--- src/rtl/idea_key_sched.sv ---
// IDEA key schedule: expands a 128-bit key into 16-bit subkeys delivered as 96-bit round bundles.
// Define IDEA_KS_OUTXFORM_EN to also emit the four-subkey output-transform bundle.
module idea_key_sched #(
  parameter int ROT    = 25,
  parameter int NROUND = 8
) (
  input  logic         clk,
  input  logic         rst,
  input  logic         key_valid,
  input  logic [127:0] key_in,
  output logic         key_ready,
  output logic         sk_valid,
  input  logic         sk_ready,
  output logic [95:0]  sk_data,
  output logic [3:0]   sk_round,
  output logic         sk_last
);

  typedef enum logic [1:0] {
    IDLE = 2'd0,
    GEN  = 2'd1,
    EMIT = 2'd2
  } state_t;

`ifdef IDEA_KS_OUTXFORM_EN
  localparam logic [3:0] LAST_ROUND = 4'(NROUND);
`else
  localparam logic [3:0] LAST_ROUND = 4'(NROUND - 1);
`endif

  state_t         state_r;
  state_t         state_next_s;
  logic [127:0]   key_r;
  logic [127:0]   key_rot_s;
  logic [2:0]     w_r;
  logic [2:0]     c_r;
  logic [2:0]     c_inc_s;
  logic [2:0]     target_s;
  logic [79:0]    col_r;
  logic [15:0]    word_s;
  logic [95:0]    bundle_s;
  logic           last_bundle_s;
  logic           gen_done_s;
  logic           key_ready_r;
  logic           sk_valid_r;
  logic [95:0]    sk_data_r;
  logic [3:0]     sk_round_r;
  logic           sk_last_r;

  function automatic logic [15:0] pick_word(input logic [127:0] k, input logic [2:0] w);
    case (w)
      3'd0:    return k[127:112];
      3'd1:    return k[111:96];
      3'd2:    return k[95:80];
      3'd3:    return k[79:64];
      3'd4:    return k[63:48];
      3'd5:    return k[47:32];
      3'd6:    return k[31:16];
      3'd7:    return k[15:0];
      default: return 16'h0000;
    endcase
  endfunction

  assign key_rot_s     = (key_r << ROT) | (key_r >> (128 - ROT));
  assign word_s        = pick_word(key_r, w_r);
  assign c_inc_s       = c_r + 3'd1;
  assign last_bundle_s = (sk_round_r == LAST_ROUND);
  assign gen_done_s    = (state_r == GEN) && (c_inc_s == target_s);

  // Bundle size and assembly of the completed bundle from the collector.
  always_comb begin
    target_s = 3'd6;
    bundle_s = {col_r, word_s};
`ifdef IDEA_KS_OUTXFORM_EN
    if (last_bundle_s) begin
      target_s = 3'd4;
      bundle_s = {col_r[47:0], word_s, 32'h0000_0000};
    end else begin
      target_s = 3'd6;
      bundle_s = {col_r, word_s};
    end
`endif
  end

  // Next-state logic.
  always_comb begin
    state_next_s = state_r;
    case (state_r)
      IDLE: begin
        if (key_valid) state_next_s = GEN;
        else           state_next_s = IDLE;
      end
      GEN: begin
        if (gen_done_s) state_next_s = EMIT;
        else            state_next_s = GEN;
      end
      EMIT: begin
        if (sk_ready) state_next_s = last_bundle_s ? IDLE : GEN;
        else          state_next_s = EMIT;
      end
      default: state_next_s = IDLE;
    endcase
  end

  // State register.
  always_ff @(posedge clk) begin
    if (rst) state_r <= IDLE;
    else     state_r <= state_next_s;
  end

  // Key rotation, subkey collection and registered outputs.
  always_ff @(posedge clk) begin
    if (rst) begin
      key_r       <= 128'd0;
      w_r         <= 3'd0;
      c_r         <= 3'd0;
      col_r       <= 80'd0;
      key_ready_r <= 1'b1;
      sk_valid_r  <= 1'b0;
      sk_data_r   <= 96'd0;
      sk_round_r  <= 4'd0;
      sk_last_r   <= 1'b0;
    end else begin
      key_ready_r <= (state_next_s == IDLE);
      sk_valid_r  <= (state_next_s == EMIT);
      case (state_r)
        IDLE: begin
          if (key_valid) begin
            key_r <= key_in;
            w_r   <= 3'd0;
            c_r   <= 3'd0;
            col_r <= 80'd0;
          end
        end
        GEN: begin
          // w_r is the subkey index k modulo 8, which is all the datapath needs.
          col_r <= {col_r[63:0], word_s};
          w_r   <= w_r + 3'd1;
          c_r   <= c_inc_s;
          if (w_r == 3'd7) key_r <= key_rot_s;
          if (gen_done_s) begin
            sk_data_r <= bundle_s;
            sk_last_r <= last_bundle_s;
          end
        end
        EMIT: begin
          if (sk_ready) begin
            c_r <= 3'd0;
            if (last_bundle_s) begin
              sk_round_r <= 4'd0;
              sk_last_r  <= 1'b0;
            end else begin
              sk_round_r <= sk_round_r + 4'd1;
            end
          end
        end
        default: ;
      endcase
    end
  end

  assign key_ready = key_ready_r;
  assign sk_valid  = sk_valid_r;
  assign sk_data   = sk_data_r;
  assign sk_round  = sk_round_r;
  assign sk_last   = sk_last_r;

endmodule

--- config.mk ---
export PLATFORM = sky130hd
export DESIGN_NAME = idea_key_sched
export DESIGN_NICKNAME = d
export VERILOG_FILES = /design/src/rtl/idea_key_sched.sv
export SDC_FILE = /design/constraint.sdc
export NUM_CORES = 1
export LEC_CHECK = 0
export ABC_AREA = 1
export CORE_ASPECT_RATIO = 1.25
export CORE_MARGIN = 2
export CORE_UTILIZATION = 35
export DETAILED_ROUTE_END_ITERATION = 8
export DONT_BUFFER_PORTS = 1
export GPL_TIMING_DRIVEN = 0
export PLACE_DENSITY = 0.56
export REMOVE_ABC_BUFFERS = 1
export SLEW_MARGIN = 20
export SYNTH_ARGS = -nofsm -noshare
export SYNTH_HDL_FRONTEND = slang
export SYNTH_SLANG_ARGS = --single-unit
export TNS_END_PERCENT = 30
--- constraint.sdc ---
create_clock -name clk -period 3.4 [get_ports clk]
set_input_delay 0.68 -clock clk [delete_from_list [all_inputs] [get_ports clk]]
set_output_delay 0.68 -clock clk [all_outputs]
set_load 0.01 [all_outputs]
Yosys cells after proc, flatten, opt, wreduce, memory -nomap -nowiden --
Index checks and enable logic that the tools add are counted. Widths: inputs -> output; s select.
Operators by class: add/subtract/negate cells 3, equal/unequal tests 17, muxes and demuxes 20, bitwise operators 1, reduce and logical (&&, ||, !) cells 13
Operators with widths (count):
- $mux 128 | 2
- $pmux 128 s2 | 1
- $pmux 80 s2 | 1
- $or 128x25->128 | 1
- $pmux 16 s8 | 1
- $mux 80 | 1
- $eq 3x3->1 const B | 5
- $pmux 3 s3 | 1
- $ne 2x2->1 const B | 4
- $add 3x1->3 const B | 2
- $eq 3x2->1 const B | 2
- $mux 3 | 2
- $pmux 2 s3 | 1
- $pmux 3 s2 | 1
- $reduce_and 2->1 | 3
- $reduce_and 3->1 | 2
- $mux 1 | 5
- $add 4x1->4 const B | 1
- $eq 2x2->1 const B | 2
- $eq 4x3->1 const B | 1
- $logic_not 2->1 | 2
- $mux 2 | 2
- $mux 4 | 1
- $reduce_and 4->1 | 1
- other kinds (8) | 9
Storage, ports and cells: flip-flop bits (word level) 319, input port bits 132, logic and storage cells 64

Depth between registers and ports, before layout --
Gate-level depths: netlist of run 1.
word-level depth 6, depth in mapped cells 13, mapped depth without buffers 9

Worst setup path after synthesis of run 1 --
OpenSTA, ideal clock, no wires.
path type register -> register, from register w_r[2], to register sk_data_r[10], in the netlist sk_data[10], setup time 117 ps, data arrival time 1927 ps, data required time 3283 ps, setup slack 1356 ps, cell stages (with the launch flop) 13, path buffers 4, period minus slack after synthesis 2044 ps, cell sequence dfxtp_1 -> buf_2 -> clkinv_1 -> buf_2 -> ha_1 -> buf_2 -> nor2_4 -> nand2_2 -> nor2_4 -> buf_6 -> nand2_1 -> a21oi_1 -> nor2_1
Between the ends: longest elaborated chain between the ends 2, elaborated cells between the ends (all ways) 9, classes of those cells eq/ne: 7; mux: 1; reduce/logical: 1
RTL lines:
- start, declared | line 35 | logic [2:0] w_r;
- start signal, assigned | line 138 | w_r <= w_r + 3'd1;
- $eq 3x3->1, or another cell as far along | line 51 | case (w)
- $pmux 16 s8 * | line 51
- end signal, assigned | line 142 | sk_data_r <= bundle_s;
- end, declared | line 46 | logic [95:0] sk_data_r;
Mark *: on every way between the ends. The rest lies on a longest branch, timed or not. A chain may end at the register's enable or synchronous reset.

Worst setup path after layout of run 1 --
from register w_r[0], to register sk_data_r[7], in the netlist sk_data[7]
The elaborated chain is that of the path after synthesis.

==> results of run 1 <==
-- timing repair --
item | in CTS | in global routing
endpoints found under the setup margin | 16 | 17
resized for setup | 2 | 2
buffers inserted | 0 | 0
hold buffers | 0 | 0
-- final cells by class --
type,instances,area share [%]
inverter,147,3.75
sequential,319,41.8
multi-input combinational,1323,39.4
timing repair buffer,20,3.47
clock buffer,48,6.51
tap,492,4.02
clock inverter,15,1.08
-- cell usage after synthesis (all sizes together) --
cell type	count	share of area, %
nand2	379	10
dfxtp	319	47
o21ai	302	11
a21oi	290	11
nor2	234	6.7
inv	146	4.0
buf	100	3.9
nand3	94	3.4
clkbuf	51	1.4
ha	10	0.92
nand4	8	0.37
xor2	2	0.13
a211oi	1	0.055
clkinv	1	0.027
nand3b	1	0.055
o22ai	1	0.046
or2	1	0.046
-- path summary, 6_finish.rpt --
check | endpoint
max | sk_data[7]
min | sk_data[64]
max reg2reg | sk_data[7]
min reg2reg | col_r[66]
-- worst register-to-register path: stages, from the launching register on --
cell and delay [ps]:
dfxtp_1 400, inv_1 90, ha_1 470, nand2_1 780
inv_1 180, nor2_4 540, nand2_1 240, a21oi_1 210
nor2_1 50
-- power breakdown --
part | total (mW) | switching (mW) | internal [mW] | leakage, nW
Sequential | 4.04 | 0.0980 | 3.95 | 2.60
Clock | 3.86 | 1.57 | 2.29 | 0.581
Combinational | 1.10 | 0.747 | 0.358 | 2.69
-- routing by layer --
metal	GRT usage, %	share of wire, %	up-vias	wire [um]
li1	-	-	6153	-
met1	24.6	43	5667	17700
met2	32.7	48	307	19700
met3	4.57	6.5	56	2660
met4	5.83	2.2	2	902
met5	0	0.039	-	16
-- sequential cells by signal, indices dropped and copies added (netlist names) --
register and flops:
key_r 128, sk_data 96, col_r 80, sk_round 4, c_r 3, w_r 3, state_r 2, key_ready 1
sk_last 1, sk_valid 1
-- through the flow --
step,hold WS [ps],cells
3_3_place_gp,442,2281
5_1_grt,204,2364
2_1_floorplan,432,1789
6_report,240,2364
3_5_place_dp,445,2301
4_1_cts,196,2364
-- cells by family (layout without fill, tap and decap cells) --
kind of cell / count (synthesis) / count (layout) / synth area share (%)
and+or+nand+nor: 717 / 717 / 21.0
AOI/OAI and AO/OA: 594 / 594 / 21.8
DFF: 319 / 319 / 46.8
buffers and inverters: 298 / 230 / 9.38
adders and majority gates: 10 / 10 / 0.916
xor gates and xnor gates: 2 / 2 / 0.128
==> results.md, run 1 <==
- Max stage delay on crit path: 770 ps
- Final antenna-violating net count: 0
- Unrepaired setup endpoints after global routing: false
- Vias: 12,200
- CP max stage cell: nand2_1
- Hold Vio Cnt, Final: 0
- CP Data Arrival Time: 3470 ps
- Die area: 40,600 um2
- First-pass GRT wire length: 63,200 um
- Fin util: 39.9%
- Status: complete, no violations
- CTS tree: yes
- Final WS setup: 346 ps
- Post-route cell area: 15,300 um2
- Seq cells post-synth: 319
- Post-synth cell types: 25
- # port buffers: 0
- Most common cell after layout, fill and taps aside: nand2_1
- Starting Density: 35.6%
- Mapped Area: 13,700 um2
- Max_slew headroom: 42.6%
- Diodes inserted: 0
- Fin crit period: 3050 ps
- Setup tns final: 0 ps
- Critical path class: reg2reg
- Cells after Synth: 1,940
- Via density: 5.15
- CP Buf/Inv Count: 2
- FF/Latch Area: 6390 um2
- Worst-margin pin slew: 859 ps
- Worst-case clock skew: 13.1 ps
- Total Wirelength: 40,900 um
- Critical Path Stages: 8
- Critical Path Source Type: flop
- CTS buffer count: 35
- Initial antenna violation count: 1
- H-tree Lvls: 2
- HP Class: in2reg
- Die X: 181 um
- Power, Total: 9.01 mW
- Placer congestion estimate: 0.790
- Clock slew at reported path FFs: 60 ps
- Hold Path Cell Cnt: 1
- Pre-CTS worst setup slack: -433 ps
- Worst path top cell family by delay: simple AND/OR/NAND/NOR gates
- Total GRT Usage: 19.4%
- Worst VDD drop: 0.000295 V
- Avg Inst Size Synth: 7.04 um2
- Number of fill cells: 4,137
- Worst reg2reg path startpoint: w_r[0]
- Clk buf depth: 3
- Core area: 38,300 um2
- First-pass DRT Iterations: 4
- Multi-input gate area: 6030 um2
- CP max FO: 17
- Layout cells sized above 1: 5.13%
- Clock sinks: 319
- WL/cell: 17.3 um
- Final period util: 89.8%
- Root Buffer: clkbuf_16
- Largest net degree at the start of global routing: 156
- Sequential-to-total area share from yosys stat: 46.8%
- Pwr/cell area: 589 nW/um2
- Synth warn: 0
- Setup crit start: w_r[0]
- Post-DP HPWL: 26,800 um
- # setup viols final: 0
- Insertion delay to the later sink of the worst-skew pair: 530 ps
- Total gr overflow: 0
- Fmax: 0.327 GHz
- Fin nets: 1,988
- Area Growth Syn to Fin: 12.0%
- DR DRC count: 0
- Reg2reg path depth: 8
- CP required: 3820 ps
- Reg2Reg Setup Slack: 350 ps
- Static Leak: 5.87 nW
- Placed inst area: 14,100 um2
- Die height: 225 um
- Initial DRC Count: 711
- Most frequent cells in the layout: 377 x nand2_1, 318 x dfxtp_1, 290 x a21oi_1, 230 x nor2_1, 212 x o21ai_1
- Io pins: 235
- Row cnt: 80
- Vias in the first global route: 11,300
- Hold_sp: rst
- CP cell instances: inv_1 > ha_1 > nand2_1 > inv_1 > nor2_4 > nand2_1 > a21oi_1 > nor2_1
- Crit end category: flop
- Slew Limit Fails: 0
- Max_cap viols: 0
(Power assumes the default switching activity.)
==> inputs of run 2 (changes only) <==
--- a/config.mk
+++ b/config.mk
@@ -7,5 +7,4 @@
 export LEC_CHECK = 0
 export ABC_AREA = 1
-export CORE_ASPECT_RATIO = 1.25
 export CORE_MARGIN = 2
 export CORE_UTILIZATION = 35
@@ -13,5 +12,5 @@
 export DONT_BUFFER_PORTS = 1
 export GPL_TIMING_DRIVEN = 0
-export PLACE_DENSITY = 0.56
+export PLACE_DENSITY = 0.53
 export REMOVE_ABC_BUFFERS = 1
 export SLEW_MARGIN = 20
==> constraint.sdc (replaced) <==
create_clock -name clk -period 3.4 [get_ports clk]
set_input_delay 0.68 -clock clk [delete_from_list [all_inputs] [get_ports clk]]
set_output_delay 0.68 -clock clk [all_outputs]
set_load 0.1 [all_outputs]
==> results.md, run 2 (synthesis results as in run 1) <==
- Vias: 12,200
- Die X: 202 um
- Internal: 6.71 mW
- First-pass DRT Iterations: 5
- Row cnt: 72
- First-pass GRT wire length: 65,100 um
- Placer congestion estimate: 0.796
- CTS buffer count: 38
- Clk buf depth: 3
- Switching power total: 2.45 mW
- Initial DRC Count: 749
- Crit end category: flop
- Die height: 202 um
- Area Growth Syn to Fin: 12.8%
- Most flops, register: key_r
- Status: complete, no violations
- Setup tns final: 0 ps
- Pwr/cell area: 595 nW/um2
- Fin nets: 1,993
- H-tree Lvls: 2
- Root Buffer: clkbuf_16
- Fin util: 40.0%
- DR DRC count: 0
- Core area: 38,600 um2
- CP max FO: 17
- Most frequent cells in the layout: 377 x nand2_1, 318 x dfxtp_1, 290 x a21oi_1, 230 x nor2_1, 212 x o21ai_1
- Initial antenna violation count: 5
- Worst-margin pin slew: 1070 ps
- Logic pwr share: 12.3%
- Max_cap viols: 0
- Fin crit period: 2890 ps
- Vias in the first global route: 11,500
- Worst-case clock skew: 8.92 ps
- Io pins: 235
- CP required: 3820 ps
- Critical Path Source Type: flop
- Clock slew at reported path FFs: 60 ps
- Hold Vio Cnt, Final: 0
- Max_slew headroom: 28.3%
- Die area: 40,600 um2
- Sequential fraction of design power: 44.3%
- CTS tree: yes
- Static Leak: 5.90 nW
- Unrepaired setup endpoints after global routing: false
- Via density: 5.08
- Post-DP HPWL: 27,200 um
- Most common cell after layout, fill and taps aside: nand2_1
- Clock group share of total power: 43.5%
- Total Wirelength: 42,000 um
- # setup viols final: 0
- Critical path class: reg2reg
- WL/cell: 17.5 um
- Layout cells sized above 1: 4.85%
- Final period util: 85.0%
- Total GRT Usage: 20.2%
- Sw Ratio: 26.8%
- Max reg flops: 128
- Post-route cell area: 15,400 um2
- Hold Path Cell Cnt: 1
- Fmax: 0.346 GHz
- Placed inst area: 14,200 um2
- Reg2reg path depth: 10
- Worst VDD drop: 0.000259 V
- Total gr overflow: 0
- Slew Limit Fails: 0
- Starting Density: 35.4%
- Final antenna-violating net count: 0
- HP Class: in2reg
- CP Data Arrival Time: 3310 ps
- Largest net degree at the start of global routing: 156
- Clock sinks: 319
- Insertion delay to the later sink of the worst-skew pair: 540 ps
- # hold bufs at CTS: 0
- # port buffers: 0
## run 2: cell types whose count changed in the layout (fill, tap and decap cells not counted), moves of 2 or more
| cell | change |
|---|---|
| clkbuf_16 | +3 |
| clkinv_2 | -6 |
| buf_12 | +4 |
| diode_2 | +2 |
| clkbuf_1 | +7 |
| ha_2 | -2 |
| clkbuf_8 | -2 |
## run 2: power groups by stage
stage | clock network, mW | logic, mW | registers (mW)
finish | 3.98 | 1.13 | 4.06
global route | 4.23 | 1.26 | 4.08
CTS | 4.10 | 1.14 | 4.06
detailed placement | 0 | 1.12 | 4.14
global placement | 0 | 1.04 | 4.13
floorplan | 0 | 0.713 | 4.11
## run 2: final cells by class
cell class,instances,area [um2]
antenna,2,5.00
clock buffer,56,1070
clock inverter,8,119
fill,4199,23200
inverter,147,572
multi-input combinational,1323,6040
sequential,319,6390
tap,518,648
timing repair buffer,22,568
## run 2: stage by stage
step                      cells  power (mW)  hold WS [ps]  setup WS, ps
after floorplan            1789        4.82           432         -3200
after global placement     2307        5.17           440         -6660
after detailed placement   2327        5.25           445          -285
after CTS                  2393        9.30           176          77.9
after global routing       2394        9.57           194           251
final                      2395        9.17           226           510
## run 2: path summary, 6_finish.rpt
path                  start     endpoint  slack [ps]
setup / recovery     w_r[0]   sk_data[7]         510
hold / removal          rst  sk_data[50]         230
setup reg to reg     w_r[0]   sk_data[7]         510
hold reg to reg   col_r[74]    col_r[74]         450
## run 2: worst max-delay path, cell delays in order, from the launching register on
cell and delay [ps]:
dfxtp_1 350, inv_1 100, ha_1 640, nand2_1 700, inv_1 290, nor2_4 70, buf_12 150, nor2_1 80
nand2_1 140, a21oi_1 180, nor2_1 50
## run 2: repair_timing
item	in CTS	in global routing
setup buffers	2	0
endpoints found under the setup margin	16	6
pin swaps	1	0
resized for setup	1	1
## run 2: layer usage
layer | up-vias | wire, um | GRT usage [%]
met3 | 89 | 2680 | 5.38
li1 | 6163 | - | -
met2 | 308 | 18400 | 30.9
met4 | 6 | 1310 | 7.22
met1 | 5589 | 19600 | 27.3
met5 | - | 43 | 0
